==> config.mk <==
export PLATFORM = sky130hd
export DESIGN_NAME = uart_rx_os
export DESIGN_NICKNAME = d
export VERILOG_FILES = /design/src/rtl/uart_pkg.sv /design/src/rtl/uart_baud_tick.sv /design/src/rtl/uart_rx_os.sv
export SDC_FILE = /design/constraint.sdc
export NUM_CORES = 1
export LEC_CHECK = 0
export BUFFER_PORTS_ARGS = -buffer_cell sky130_fd_sc_hd__clkbuf_2
export CAP_MARGIN = 40
export CORE_MARGIN = 1.5
export CORE_UTILIZATION = 40
export CTS_BUF_LIST = sky130_fd_sc_hd__clkbuf_8
export CTS_CLUSTER_DIAMETER = 40
export DETAILED_ROUTE_END_ITERATION = 10
export HOLD_SLACK_MARGIN = 0.15
export SYNTH_ARGS = -nofsm -noshare
export SYNTH_HDL_FRONTEND = slang
export SYNTH_SLANG_ARGS = --single-unit
==> constraint.sdc <==
create_clock -name clk -period 2.7 [get_ports clk]
set_clock_uncertainty 0.05 [all_clocks]
set_input_delay 0.405 -clock clk [delete_from_list [all_inputs] [get_ports clk]]
set_output_delay 0.405 -clock clk [all_outputs]
set_load 0.1 [all_outputs]
==> src/rtl/uart_pkg.sv <==
// Shared types and helpers for the oversampling UART blocks.
// The divider helper rounds to the nearest integer clock count per tick.
package uart_pkg;

   typedef enum logic [1:0] {PAR_NONE, PAR_ODD, PAR_EVEN} parity_e;

   typedef enum logic [2:0] {IDLE, START, DATA, PARITY, STOP} rx_state_e;

   typedef struct packed {
      logic parity_err;
      logic frame_err;
      logic break_det;
   } rx_flags_t;

   function automatic int uart_div(input longint clk_freq, input longint baud, input int os);
      longint den;
      den = baud * longint'(os);
      return int'((clk_freq + den / 2) / den);
   endfunction

endpackage

==> src/rtl/uart_baud_tick.sv <==
// Free-running oversample tick generator: one-clock tick every DIV clocks.
// Down-counter reloads at terminal count so the tick period is exactly DIV.
module uart_baud_tick #(
   parameter int DIV = 54
) (
   input  logic clk,
   input  logic rst,
   output logic tick
);

   localparam int CW = (DIV > 1) ? $clog2(DIV) : 1;

   logic [CW-1:0] cnt_q, cnt_d;

   always_comb begin
      cnt_d = cnt_q - CW'(1);
      if (cnt_q == '0) cnt_d = CW'(DIV - 1);
   end

   assign tick = (cnt_q == '0);

   always_ff @(posedge clk or posedge rst) begin
      if (rst) cnt_q <= CW'(DIV - 1);
      else     cnt_q <= cnt_d;
   end

endmodule

==> src/rtl/uart_rx_os.sv <==
// Oversampling UART receiver with majority vote, false-start rejection,
// parity/frame/break detection and a valid/ready holding register.
//
// state  | meaning
// IDLE   | waiting for a low sample while armed
// START  | verifying start bit at mid-point
// DATA   | shifting data bits LSB first
// PARITY | sampling parity bit (only when parity enabled)
// STOP   | sampling stop bit(s); frame completes at vote of last one
module uart_rx_os
   import uart_pkg::*;
#(
   parameter int CLK_FREQ    = 100_000_000,
   parameter int BAUD        = 115200,
   parameter int OVERSAMPLE  = 16,
   parameter int DATA_BITS   = 8,
   parameter int PARITY      = 0,
   parameter int STOP_BITS   = 1,
   parameter int SYNC_STAGES = 2
) (
   input  logic                 clk,
   input  logic                 rst,
   input  logic                 rxd,
   output logic [DATA_BITS-1:0] data,
   output logic                 data_valid,
   input  logic                 data_ready,
   output logic                 parity_err,
   output logic                 frame_err,
   output logic                 break_det,
   output logic                 overrun,
   output logic                 busy
);

   localparam int DIV = uart_div(CLK_FREQ, BAUD, OVERSAMPLE);
   localparam parity_e PAR_MODE = parity_e'(PARITY);
   localparam int TW = $clog2(OVERSAMPLE);
   localparam logic [TW-1:0] T_LAST = TW'(OVERSAMPLE - 1);
   localparam logic [TW-1:0] T_V0   = TW'(OVERSAMPLE / 2 - 1);
   localparam logic [TW-1:0] T_V1   = TW'(OVERSAMPLE / 2);
   localparam logic [TW-1:0] T_V2   = TW'(OVERSAMPLE / 2 + 1);

   generate
      if (DIV < 2) begin : g_div_chk
         $error("uart_rx_os: clock divider below 2");
      end
      if ((OVERSAMPLE < 8) || (OVERSAMPLE % 2 != 0) || (DATA_BITS < 5) || (DATA_BITS > 9) ||
          (PARITY < 0) || (PARITY > 2) || (STOP_BITS < 1) || (STOP_BITS > 2) ||
          (SYNC_STAGES < 2)) begin : g_par_chk
         $error("uart_rx_os: illegal parameter combination");
      end
   endgenerate

   logic tick;

   uart_baud_tick #(.DIV(DIV)) u_tick (
      .clk  (clk),
      .rst  (rst),
      .tick (tick)
   );

   logic [SYNC_STAGES-1:0] sync_q, sync_d;
   logic                   rxd_s;
   rx_state_e              state_q, state_d;
   logic [TW-1:0]          tcnt_q, tcnt_d;
   logic [TW-1:0]          hcnt_q, hcnt_d;
   logic                   armed_q, armed_d;
   logic [3:0]             bcnt_q, bcnt_d;
   logic [1:0]             samp_q, samp_d;
   logic [DATA_BITS-1:0]   shreg_q, shreg_d;
   logic                   perr_q, perr_d;
   logic                   ferr_q, ferr_d;
   logic                   ones_q, ones_d;
   logic [DATA_BITS-1:0]   data_q, data_d;
   rx_flags_t              flags_q, flags_d;
   logic                   valid_q, valid_d;
   logic                   ovr_q, ovr_d;

   logic                   vote;
   logic                   frame_done;
   logic                   brk;
   logic                   accept;
   logic                   load;
   logic [DATA_BITS-1:0]   new_data;
   rx_flags_t              new_flags;

   assign rxd_s = sync_q[SYNC_STAGES-1];
   assign vote  = (samp_q[0] & samp_q[1]) | (samp_q[0] & rxd_s) | (samp_q[1] & rxd_s);

   always_comb begin
      sync_d     = {sync_q[SYNC_STAGES-2:0], rxd};
      state_d    = state_q;
      tcnt_d     = tcnt_q;
      hcnt_d     = hcnt_q;
      armed_d    = armed_q;
      bcnt_d     = bcnt_q;
      samp_d     = samp_q;
      shreg_d    = shreg_q;
      perr_d     = perr_q;
      ferr_d     = ferr_q;
      ones_d     = ones_q;
      frame_done = 1'b0;
      brk        = 1'b0;
      new_data   = '0;
      new_flags  = '0;

      // Arming: only a full bit-time of idle line enables start detection.
      if (!armed_q && tick) begin
         if (rxd_s) begin
            if (hcnt_q == T_LAST) armed_d = 1'b1;
            else                  hcnt_d  = hcnt_q + TW'(1);
         end else begin
            hcnt_d = '0;
         end
      end

      if (state_q == IDLE) begin
         if (tick && armed_q && !rxd_s) begin
            state_d = START;
            tcnt_d  = '0;
            bcnt_d  = '0;
            perr_d  = 1'b0;
            ferr_d  = 1'b0;
            ones_d  = 1'b0;
         end
      end else if (tick) begin
         tcnt_d = (tcnt_q == T_LAST) ? '0 : tcnt_q + TW'(1);
         if (tcnt_q == T_V0) samp_d[0] = rxd_s;
         if (tcnt_q == T_V1) samp_d[1] = rxd_s;

         case (state_q)
            START: begin
               if (tcnt_q == T_V2 && vote) state_d = IDLE;
               else if (tcnt_q == T_LAST)  state_d = DATA;
            end
            DATA: begin
               if (tcnt_q == T_V2) begin
                  shreg_d = {vote, shreg_q[DATA_BITS-1:1]};
                  ones_d  = ones_q | vote;
               end
               if (tcnt_q == T_LAST) begin
                  if (bcnt_q == 4'(DATA_BITS - 1)) begin
                     bcnt_d  = '0;
                     state_d = (PAR_MODE != PAR_NONE) ? uart_pkg::PARITY : STOP;
                  end else begin
                     bcnt_d = bcnt_q + 4'd1;
                  end
               end
            end
            uart_pkg::PARITY: begin
               if (tcnt_q == T_V2) begin
                  ones_d = ones_q | vote;
                  perr_d = (((^shreg_q) ^ vote) != (PAR_MODE == PAR_ODD));
               end
               if (tcnt_q == T_LAST) state_d = STOP;
            end
            STOP: begin
               if (tcnt_q == T_V2) begin
                  ones_d = ones_q | vote;
                  if (!vote) ferr_d = 1'b1;
                  if (bcnt_q == 4'(STOP_BITS - 1)) begin
                     frame_done = 1'b1;
                     state_d    = IDLE;
                  end
               end
               if (tcnt_q == T_LAST) bcnt_d = bcnt_q + 4'd1;
            end
            default: state_d = IDLE;
         endcase
      end

      // A break word masks parity so the consumer sees a clean break indication.
      if (frame_done) begin
         brk                  = !(ones_q | vote);
         new_data             = brk ? '0 : shreg_q;
         new_flags.parity_err = perr_q & !brk;
         new_flags.frame_err  = ferr_q | !vote;
         new_flags.break_det  = brk;
         if (brk) begin
            armed_d = 1'b0;
            hcnt_d  = '0;
         end
      end
   end

   always_comb begin
      accept  = valid_q & data_ready;
      load    = frame_done & (!valid_q | data_ready);
      data_d  = data_q;
      flags_d = flags_q;
      valid_d = valid_q;
      ovr_d   = ovr_q;
      if (load) begin
         data_d  = new_data;
         flags_d = new_flags;
         valid_d = 1'b1;
         ovr_d   = 1'b0;
      end else begin
         if (accept) begin
            valid_d = 1'b0;
            ovr_d   = 1'b0;
         end
         if (frame_done) ovr_d = 1'b1;
      end
   end

   always_ff @(posedge clk or posedge rst) begin
      if (rst) begin
         sync_q  <= '1;
         state_q <= IDLE;
         tcnt_q  <= '0;
         hcnt_q  <= '0;
         armed_q <= 1'b0;
         bcnt_q  <= '0;
         samp_q  <= '0;
         shreg_q <= '0;
         perr_q  <= 1'b0;
         ferr_q  <= 1'b0;
         ones_q  <= 1'b0;
         data_q  <= '0;
         flags_q <= '0;
         valid_q <= 1'b0;
         ovr_q   <= 1'b0;
      end else begin
         sync_q  <= sync_d;
         state_q <= state_d;
         tcnt_q  <= tcnt_d;
         hcnt_q  <= hcnt_d;
         armed_q <= armed_d;
         bcnt_q  <= bcnt_d;
         samp_q  <= samp_d;
         shreg_q <= shreg_d;
         perr_q  <= perr_d;
         ferr_q  <= ferr_d;
         ones_q  <= ones_d;
         data_q  <= data_d;
         flags_q <= flags_d;
         valid_q <= valid_d;
         ovr_q   <= ovr_d;
      end
   end

   assign data       = data_q;
   assign data_valid = valid_q;
   assign parity_err = flags_q.parity_err;
   assign frame_err  = flags_q.frame_err;
   assign break_det  = flags_q.break_det;
   assign overrun    = ovr_q;
   assign busy       = (state_q != IDLE);

endmodule

==> results by group, run 1 <==
Clocking
  • Clock Latency Late Sink: 310 ps
  • Num CTS Buffers: 5
  • Root buffer selected by CTS: clkbuf_8
  • CTS sink cnt: 50
  • Clock Tree Buf Depth: 2
  • CTS tree: done
  • Reg clk slew, reported paths: 90 ps
  • H-tree depth: 2

Synth
  • Top_reg_cell synth: dfrtp_1
  • Synth area leaders: dfrtp_1 (43%), dfstp_2 (6.2%), mux2_2 (5.3%)
  • Leading area contributor after synthesis: dfrtp_1
  • Commonest cells post-synth: dfrtp_1 (44), nand2_1 (28), inv_1 (21)
  • Post-synth EDFFs: 0
  • Sequential share of the synthesized area: 49.4%
  • Synth cell types: 46
  • Yosys reg bits: 50
  • Mean post-synth cell area: 9.95 um^2
  • Post-synth top area share: 43.2%
  • Post-synthesis cell count: 256
  • Asr flop ratio synth: 100%
  • Top-count cell post-synth: dfrtp_1
  • Netlist Area Pre-Place: 0.00255 mm^2
  • YS warnings: 0
  • Post-Syn Nets: 267

Pwr
  • Peak VDD IR: 0.000314 V
  • Pwr dens: 433 mW/mm^2
  • Pleak: 0.00128 uW

Die
  • Die area: 0.00685 mm^2
  • Starting Density: 42.3%
  • Die Ht: 82.8 um
  • IO Count: 18
  • Core Footprint: 0.00603 mm^2
  • Die W: 82.8 um
  • Rows: 28

Placement
  • DP HPWL: 3.52 mm
  • # port buffers: 17
  • Inst Count DP: 342
  • RD Place Congestion: 0.756

Route
  • WL/cell: 14.0 um
  • 1st-iter DRT viols: 125
  • Via count: 1849
  • Drt total wl: 4.93 mm
  • Drt first pass iters: 4
  • # DRC: 0
  • Avg Vias per Cell: 5.25
  • Routed Antenna Nets: 0

Final layout
  • Layout cells sized above 1: 18.4%
  • Footprint of the multi-input gates: 0.00116 mm^2
  • Synth-to-layout area growth: 11.4%
  • N_diodes: 0
  • FF/Latch Area: 0.00126 mm^2
  • Final nets: 287
  • Fin cells: 352
  • FILL cells: 589

Global route
  • Vias in the first global route: 1748
  • Total GRT Usage: 16.5%
  • Grt ovf: 0
  • Largest net degree at the start of global routing: 27
  • Number of antenna violations at the first check in global routing: 0
  • First-pass GRT wire length: 8.38 mm

Timing
  • Final setup vio count: 0
  • Final hold violations: 0
  • Peak Freq: 420 MHz
  • Fin crit period: 2380 ps
  • Slew at the pin closest to its max-slew limit: 555 ps
  • RSZ-0062 raised after global routing: false
  • Final Max Slew Viols: 0
  • Rel. slew slack: 63.0%
  • Period utilization: 88.1%
  • Setup_tns: 0 ps

Worst setup path
  • Critical Path, Cell by Cell: or3_1, or2_0, or3_1, or4_1, nand3_1
  • CP required: 2900 ps
  • Critical path buffers and inverters: 0
  • Critical Path End Type: flip-flop
  • Crit Path Max Fanout: 8
  • Crit path arrival time: 2580 ps
  • CP max stage cell: or4_1
  • Crit path launch type: flip-flop
  • Most frequent CP cell: or3_1
  • Slowest stage delay, CP: 530 ps
  • Top delay family on crit path: simple AND/OR/NAND/NOR gates
  • Kind of critical path: reg2reg

Hold path
  • Hold Crit Class: in2reg

Flow run
  • Maxcap violations: 0

Run status
  • Status: finished, final reports clean
through the flow:
step / area (um^2) / hold WS, ps / util (%) / setup WS (ps) / total power [uW]
global placement: 2720 / 300 / 45.1 / 392 / 805
global route: 2840 / 247 / 47.1 / 165 / 1280
detailed placement: 2720 / 298 / 45.1 / 298 / 805
finish: 2840 / 246 / 47.1 / 320 / 1230
floorplan: 2550 / 295 / - / 301 / 791
CTS: 2830 / 238 / 47.0 / 264 / 1250
cells by family (layout without fill, tap and decap cells):
group | after synthesis | in the layout | synth area share [%]
adders and majority gates | 8 | 8 | 3.83
and+or+nand+nor | 86 | 86 | 16.6
xor gates and xnor gates | 12 | 12 | 4.13
DFF | 50 | 50 | 49.4
muxes | 24 | 24 | 10.0
AOI/OAI and AO/OA | 44 | 44 | 10.9
buffers and inverters | 32 | 53 | 5.16
flip-flops by register name, summed over array words and instances (netlist names), 2 cells and up:
register and flops:
sync_q 2, bcnt_q 4, state_q 3, u_tick.cnt_q 6, hcnt_q 4, samp_q 2, shreg_q 8, data 8
tcnt_q 4
layout by cell type (no fill, tap or decap), types with 2 or more instances in the layout:
cell type / instances
ha_1: 7
mux2i_1: 12
clkbuf_8: 5
nand2_1: 28
nand3_1: 10
nand2b_1: 5
or3_1: 2
a22o_1: 3
a211oi_1: 2
nor2b_1: 2
a31oi_1: 2
dfrtp_1: 44
clkbuf_2: 17
dfstp_2: 6
a21oi_1: 8
inv_1: 20
mux2_2: 12
xor2_1: 2
buf_4: 3
a22oi_1: 2
nand3b_1: 4
clkinv_2: 2
o31ai_1: 4
dlygate4sd3_1: 2
nor2_1: 15
and3_1: 4
nor3_1: 6
o21ai_0: 16
xnor2_1: 10
layer usage:
metal,vias to the layer above,GRT usage (%),share of wire (%)
met5,-,0,0
met4,0,6.50,1.8
met3,8,3.83,2.4
met2,20,25.7,46
met1,902,22.3,50
li1,919,-,-
cell type report:
type,count,area share [%]
sequential,50,44.4
multi-input combinational,174,41.0
timing repair buffer,23,5.21
tap,75,3.31
inverter,22,2.96
clock buffer,5,2.43
clock inverter,3,0.750
power breakdown:
part	internal (uW)	leakage, uW	switching, uW	total (uW)
clock	182	0.0000441	254	437
combinational	8.51	0.000616	26.4	34.9
sequential	753	0.000624	3.34	756
total	943	0.00128	284	1230
final timing paths:
path,endpoint,slack (ps),start,depth (start not counted)
max,bcnt_q[3],320,u_tick.cnt_q[3],5
min,overrun,250,data_ready,2
max reg2reg,bcnt_q[3],320,u_tick.cnt_q[3],5
min reg2reg,sync_q[1],310,sync_q[0],0
max in group asynchronous,data[0],1460,rst,4
min in group asynchronous,data[7],620,rst,3
worst register-to-register path: cells and delay by family, from the launching register on:
kind             cells  cell delay, ps
DFF                  1             410
and+or+nand+nor      5            1870
repair_timing:
action                                  4_1_cts  5_1_grt
hold buffers                                  2        0
endpoints found under the setup margin        0        1
resized for setup                             0        1
buffers inserted                              0        0
endpoints found under the hold margin        20        0
(Power assumes the default switching activity.)
==> run 2: changes to the inputs <==
SYNTH_HIERARCHICAL = 1   (was default)
==> run 2 against run 1 <==
Synthesized cell count is 2.7% higher. Non-clock buffer count rose by 1. Via count increased by 2.8%. Die area is 3.6% higher. Sequential power about the same. First-iteration DRC count is 14% lower. Count of clock-buffer cells in the layout did not move. Critical path depth rose by 2. Register-to-register slack improved by 30 ps. Power increased by 15%. Sequential share of layout area down 2.1 points. Critical endpoint is now break_det. Largest cell class unchanged. Highest routed layer unchanged.
==> results by group, run 2 <==
Worst setup path
  • Slowest stage delay, CP: 470 ps (-60 ps)
  • CP required: 2890 ps (about the same)
  • Critical Path End Type: flip-flop
  • CP max stage cell: or3_1
  • Crit path launch type: flip-flop
  • Crit path arrival time: 2540 ps (-40 ps)
  • Critical Path, Cell by Cell: nor3_1, nand3b_1, inv_1, or3b_1, or3_1, nand2b_1, o21ai_1
  • Kind of critical path: reg2reg
  • Crit Path Max Fanout: 6 (-2)

Synth
  • Post-Syn Nets: 275 (+3.0%)
  • Top_reg_cell synth: dfrtp_1
  • Synth cell types: 54 (+17%)
  • Top-count cell post-synth: dfrtp_1
  • Mean post-synth cell area: 10.0 um^2 (+0.97%)
  • Commonest cells post-synth: dfrtp_1 (44), inv_1 (20), nand2_1 (18)
  • Synth area leaders: dfrtp_1 (42%), dfstp_2 (6.0%), mux2_1 (5.1%)
  • Asr flop ratio synth: 100% (unchanged)
  • Post-synth EDFFs: 0 (unchanged)
  • Sequential share of the synthesized area: 47.7% (-1.8 points)
  • Netlist Area Pre-Place: 0.00264 mm^2 (+3.7%)
  • YS warnings: 6 (+6)
  • Post-synthesis cell count: 263 (+2.7%)
  • Post-synth top area share: 41.7% (-1.6 points)
  • Yosys reg bits: 50 (unchanged)
  • Leading area contributor after synthesis: dfrtp_1

Die
  • Die area: 0.00710 mm^2 (+3.6%)
  • Starting Density: 41.6% (-0.66 points)
  • Core Footprint: 0.00635 mm^2 (+5.4%)
  • Die W: 84.3 um (+1.8%)
  • Die Ht: 84.3 um (+1.8%)
  • IO Count: 18 (unchanged)
  • Rows: 29 (+3.6%)

Global route
  • Largest net degree at the start of global routing: 35 (+30%)
  • First-pass GRT wire length: 8.94 mm (+6.6%)
  • Vias in the first global route: 1887 (+8.0%)
  • Grt ovf: 0 (unchanged)
  • Total GRT Usage: 15.6% (-0.88 points)
  • Number of antenna violations at the first check in global routing: 0 (unchanged)

Route
  • WL/cell: 13.6 um (-2.7%)
  • Drt total wl: 4.90 mm (-0.45%)
  • Drt first pass iters: 4 (unchanged)
  • # DRC: 0 (unchanged)
  • Routed Antenna Nets: 0 (unchanged)
  • 1st-iter DRT viols: 107 (-14%)
  • Avg Vias per Cell: 5.28 (+0.47%)
  • Via count: 1900 (+2.8%)

Clocking
  • Clock Tree Buf Depth: 2 (unchanged)
  • Reg clk slew, reported paths: 100 ps (about the same)
  • Post-CTS Setup Bufs: 0 (unchanged)
  • Num CTS Buffers: 5 (unchanged)
  • Root buffer selected by CTS: clkbuf_8
  • CTS tree: done
  • CTS sink cnt: 50 (unchanged)
  • H-tree depth: 2 (unchanged)
  • Clock Latency Late Sink: 310 ps (about the same)

Timing
  • Period utilization: 87.1% (-1.0 points)
  • Final setup vio count: 0 (unchanged)
  • Final hold violations: 0 (unchanged)
  • Rel. slew slack: 64.1% (+1.2 points)
  • Post-route setup slack: 348 ps (+27.2 ps)
  • Hold WS: 249 ps (+3.11 ps)
  • Slew at the pin closest to its max-slew limit: 540 ps (-14.2 ps)
  • Fin crit period: 2350 ps (-27.2 ps)
  • Final Max Slew Viols: 0 (unchanged)
  • Setup_tns: 0 ps (unchanged)
  • RSZ-0062 raised after global routing: false
  • Peak Freq: 425 MHz (+1.2%)

Pwr
  • Peak VDD IR: 0.000314 V (about the same)
  • Pwr dens: 477 mW/mm^2 (+10%)
  • Clk pwr share: 44.2% (+8.6 points)
  • Pleak: 0.00133 uW (+4.0%)
  • Sw power: 285 uW (+0.40%)
  • Switching Fraction: 20.1% (-3.0 points)
  • Internal power: 1130 uW (+20%)
  • Sequential share of power: 53.3% (-8.3 points)
  • Comb power frac: 2.5% (-0.3 points)

Final layout
  • N_diodes: 0 (unchanged)
  • Commonest non-fill, non-tap cell in the layout: dfrtp_1
  • Commonest non-fill, non-tap cells in the layout: dfrtp_1 (44), inv_1 (19), nand2_1 (18)
  • Final nets: 294 (+2.4%)
  • Synth-to-layout area growth: 12.6%
  • Final core utilization: 46.8% (-0.21 points)
  • Fin area: 0.00297 mm^2 (+4.9%)
  • Layout cells sized above 1: 15.5% (-2.9 points)

Flow run
  • Maxcap violations: 0 (unchanged)

Hold path
  • Hold Crit Class: in2reg

Run status
  • Status: finished, final reports clean

Placement
  • DP HPWL: 3.56 mm (+1.1%)
  • Placed cell area: 0.00282 mm^2 (+3.5%)
  • Setup WS pre-CTS: 343 ps (+44.9 ps)
  • RD Place Congestion: 0.829 (+9.6%)
  • # port buffers: 17 (unchanged)
[run 2: what timing repair did]
| item | CTS | global route |
|---|---|---|
| resized for setup | 0 | 0 |
| endpoints found under the hold margin | 13 | 0 |
| hold buffers | 2 | 0 |
[run 2: cells by family after synthesis]
family	share of synthesized area (%)
XOR/XNOR	4.17
AO/OA/AOI/OAI	12.4
flip-flops	47.7
multiplexers	6.25
buffers and inverters	5.35
AND/OR/NAND/NOR	20.0
adder cells (fa/ha/maj)	4.17
[run 2: through the flow]
stage                     std cells  total power, uW
after detailed placement        350              805
final                           360             1420
after global routing            360             1470
after global placement          349              801
after floorplan                 263              791
after CTS                       360             1440
[run 2: layer usage]
layer / share of wire (%) / up-vias / routed length (um) / global-route usage [%]
met5: 0 / - / 0 / 0
met4: 1.6 / 0 / 78 / 5.66
met3: 3.0 / 6 / 147 / 3.74
met2: 46 / 21 / 2280 / 25.2
met1: 49 / 912 / 2400 / 20.6
li1: - / 961 / - / -
[run 2: path summary, 6_finish.rpt]
check,start,end,slack [ps],cells after the start
setup / recovery,u_tick/cnt_q[3],break_det,350,7
hold / removal,data_ready,overrun,250,2
setup reg to reg,u_tick/cnt_q[3],break_det,350,7
hold reg to reg,sync_q[0],sync_q[1],310,0
max in group asynchronous,rst,sync_q[0],1570,4
min in group asynchronous,rst,data_valid,500,3
[run 2: final cells by class]
cell class / count / area (um^2)
clock buffers: 5 / 68.8
clock inverters: 3 / 68.8
fillers: 623 / 3380
inverters: 21 / 78.8
multi-input cells: 180 / 1250
flip-flops and latches: 50 / 1260
well taps: 77 / 96.3
repair buffers: 24 / 155
[run 2: critical path: cells and delay by family (launching register included)]
| kind | cells | cell delay [ps] |
|---|---|---|
| AO/OA/AOI/OAI | 1 | 140 |
| buffers and inverters | 1 | 190 |
| flip-flops | 1 | 420 |
| AND/OR/NAND/NOR | 5 | 1500 |
[run 2: power by group through the flow]
stage               clock network [uW]  logic [uW]  registers [uW]
finish                             627        35.0             756
global route                       677        39.7             756
CTS                                647        36.8             756
detailed placement                   0        34.5             770
global placement                     0        31.1             770
floorplan                            0        14.6             777
==> run 3: changes to the inputs <==
ABC_CLOCK_PERIOD_IN_PS = 2700   (was default)
PLACE_DENSITY_LB_ADDON = 0.15   (was default)
SETUP_SLACK_MARGIN = 0.3   (was default)
==> run 3 against run 2 <==
Worst setup slack better by 120 ps. Power is 6.1% lower. Sequential share of layout area is essentially flat. Final cell count rose by 0.28%. Combinational power decreased by 5%. Clock power decreased by 14%. Sequential cell count is the same. Sequential power hardly changed. Count of clock-buffer cells in the layout is 1 higher. Maximum frequency is 5.3% higher. Hold slack gained 2.9 ps. Die area stayed put.
==> results by group, run 3 (same netlist as run 2, synthesis figures left out) <==
Final layout
  • Layout cells sized above 1: 16.9% (+1.4 points)
  • N_diodes: 0 (unchanged)
  • Commonest non-fill, non-tap cells in the layout: dfrtp_1 (44), inv_1 (19), nand2_1 (18)
  • FILL cells: 610 (-2.1%)
  • Commonest non-fill, non-tap cell in the layout: dfrtp_1
  • Final nets: 295 (+0.34%)
  • Synth-to-layout area growth: 12.6% (about the same)

Route
  • Drt total wl: 5.19 mm (+5.9%)
  • Via count: 1912 (+0.63%)
  • WL/cell: 14.4 um (+5.6%)
  • 1st-iter DRT viols: 49 (-54%)
  • Avg Vias per Cell: 5.30 (+0.35%)
  • # DRC: 0 (unchanged)
  • Drt first pass iters: 4 (unchanged)
  • Routed Antenna Nets: 0 (unchanged)

Global route
  • Number of antenna violations at the first check in global routing: 0 (unchanged)
  • Vias in the first global route: 1922 (+1.9%)
  • Largest net degree at the start of global routing: 30 (-14%)
  • Total GRT Usage: 15.7% (+0.093 points)
  • Grt ovf: 0 (unchanged)
  • First-pass GRT wire length: 9.10 mm (+1.9%)

Die
  • Die area: 0.00710 mm^2 (unchanged)
  • Core Footprint: 0.00635 mm^2 (unchanged)
  • Rows: 29 (unchanged)
  • Die W: 84.3 um (unchanged)
  • Die Ht: 84.3 um (unchanged)
  • IO Count: 18 (unchanged)
  • Starting Density: 41.6% (unchanged)

Placement
  • # port buffers: 17 (unchanged)
  • RD Place Congestion: 0.756 (-8.8%)
  • DP HPWL: 3.61 mm (+1.6%)

Worst setup path
  • Critical Path, Cell by Cell: nor3_2, nand3b_1, inv_2, or3b_1, or3_4, nor2_4, a211oi_1
  • Kind of critical path: reg2reg
  • Crit Path Max Fanout: 5 (-1)
  • Top delay family on crit path: simple AND/OR/NAND/NOR gates
  • Critical path buffers and inverters: 1 (unchanged)
  • Crit path launch type: flip-flop
  • Slowest stage delay, CP: 440 ps (-30 ps)
  • Critical Path End Type: flip-flop
  • Crit path arrival time: 2360 ps (-180 ps)
  • CP required: 2830 ps (-60 ps)
  • CP max stage cell: dfrtp_1

Timing
  • Setup_tns: 0 ps (unchanged)
  • Period utilization: 82.7% (-4.4 points)
  • RSZ-0062 raised after global routing: false
  • Final setup vio count: 0 (unchanged)
  • Fin crit period: 2230 ps (-118 ps)
  • Final Max Slew Viols: 0 (unchanged)
  • Rel. slew slack: 64.1% (about the same)
  • Peak Freq: 448 MHz (+5.3%)
  • Final hold violations: 0 (unchanged)
  • Slew at the pin closest to its max-slew limit: 541 ps (+0.914 ps)

Clocking
  • CTS tree: done
  • CTS sink cnt: 50 (unchanged)
  • Num CTS Buffers: 5 (unchanged)
  • Clock Tree Buf Depth: 2 (unchanged)
  • H-tree depth: 2 (unchanged)
  • Clock Latency Late Sink: 300 ps (about the same)
  • Reg clk slew, reported paths: 90 ps (about the same)
  • Root buffer selected by CTS: clkbuf_8

Pwr
  • Pwr dens: 447 mW/mm^2 (-6.1%)
  • Pleak: 0.00133 uW (-0.25%)
  • Peak VDD IR: 0.000348 V (+11%)
  • Power Total: 1330 uW (-6.1%)

Run status
  • Status: finished, final reports clean

Flow run
  • Maxcap violations: 0 (unchanged)

Hold path
  • Hold Crit Class: in2reg
-- run 3: cell count changes in the layout (fill, tap and decap cells not counted) --
cell	previous run	this run
nor3_1	5	4
buf_6	0	1
clkbuf_8	5	6
buf_12	1	0
nor3_2	1	2
nor4_2	1	0
or3_1	5	3
inv_2	2	3
buf_4	4	5
bufinv_16	2	1
clkinv_4	1	0
or3_4	0	2
nor4_4	0	1
-- run 3: cell type report --
type / count / area, um^2 / area share, %
sequential: 50 / 1260 / 42.3
clock buffer: 6 / 82.6 / 2.78
multi-input combinational: 180 / 1270 / 42.7
tap: 77 / 96.3 / 3.24
timing repair buffer: 25 / 154 / 5.17
inverter: 21 / 78.8 / 2.65
clock inverter: 2 / 33.8 / 1.14
-- run 3: what timing repair did --
action | CTS | global route
setup endpoints to repair | 0 | 25
resized for setup | 0 | 8
hold buffers | 2 | 0
setup buffers | 0 | 1
endpoints found under the hold margin | 16 | 0
-- run 3: where the power goes --
part / internal [uW] / switching [uW] / leakage [uW] / total [uW]
sequential: 753 / 3.35 / 0.000666 / 756
combinational: 6.69 / 26.4 / 0.000603 / 33.1
clock: 299 / 243 / 0.0000626 / 542
-- run 3: stage by stage --
| stage | cell area [um^2] | setup WS [ps] | utilization (%) | hold slack [ps] | std cells |
|---|---|---|---|---|---|
| final | 2980 | 466 | 46.9 | 252 | 361 |
| after global routing | 2980 | 316 | 46.9 | 252 | 361 |
| after CTS | 2930 | 344 | 46.2 | 251 | 359 |
| after detailed placement | 2800 | 363 | 44.0 | 283 | 349 |
| after global placement | 2800 | 450 | 44.0 | 285 | 349 |
| after floorplan | 2640 | 495 | - | 143 | 263 |
-- run 3: path summary, 6_finish.rpt --
path	end	depth (start not counted)	start	slack [ps]
max reg2reg	hcnt_q[2]	7	u_tick/cnt_q[3]	470
max in group asynchronous	data[5]	4	rst	1330
max	hcnt_q[2]	7	u_tick/cnt_q[3]	470
min reg2reg	sync_q[1]	0	sync_q[0]	310
min in group asynchronous	u_tick/cnt_q[1]	3	rst	500
min	overrun	2	data_ready	250
-- run 3: metal layers --
layer	part of all wire [%]	GRT usage, %	vias to the layer above
li1	-	-	963
met1	52	22.4	919
met2	45	24.5	23
met3	2.3	2.56	7
met4	1.2	5.22	0
met5	0	0	-
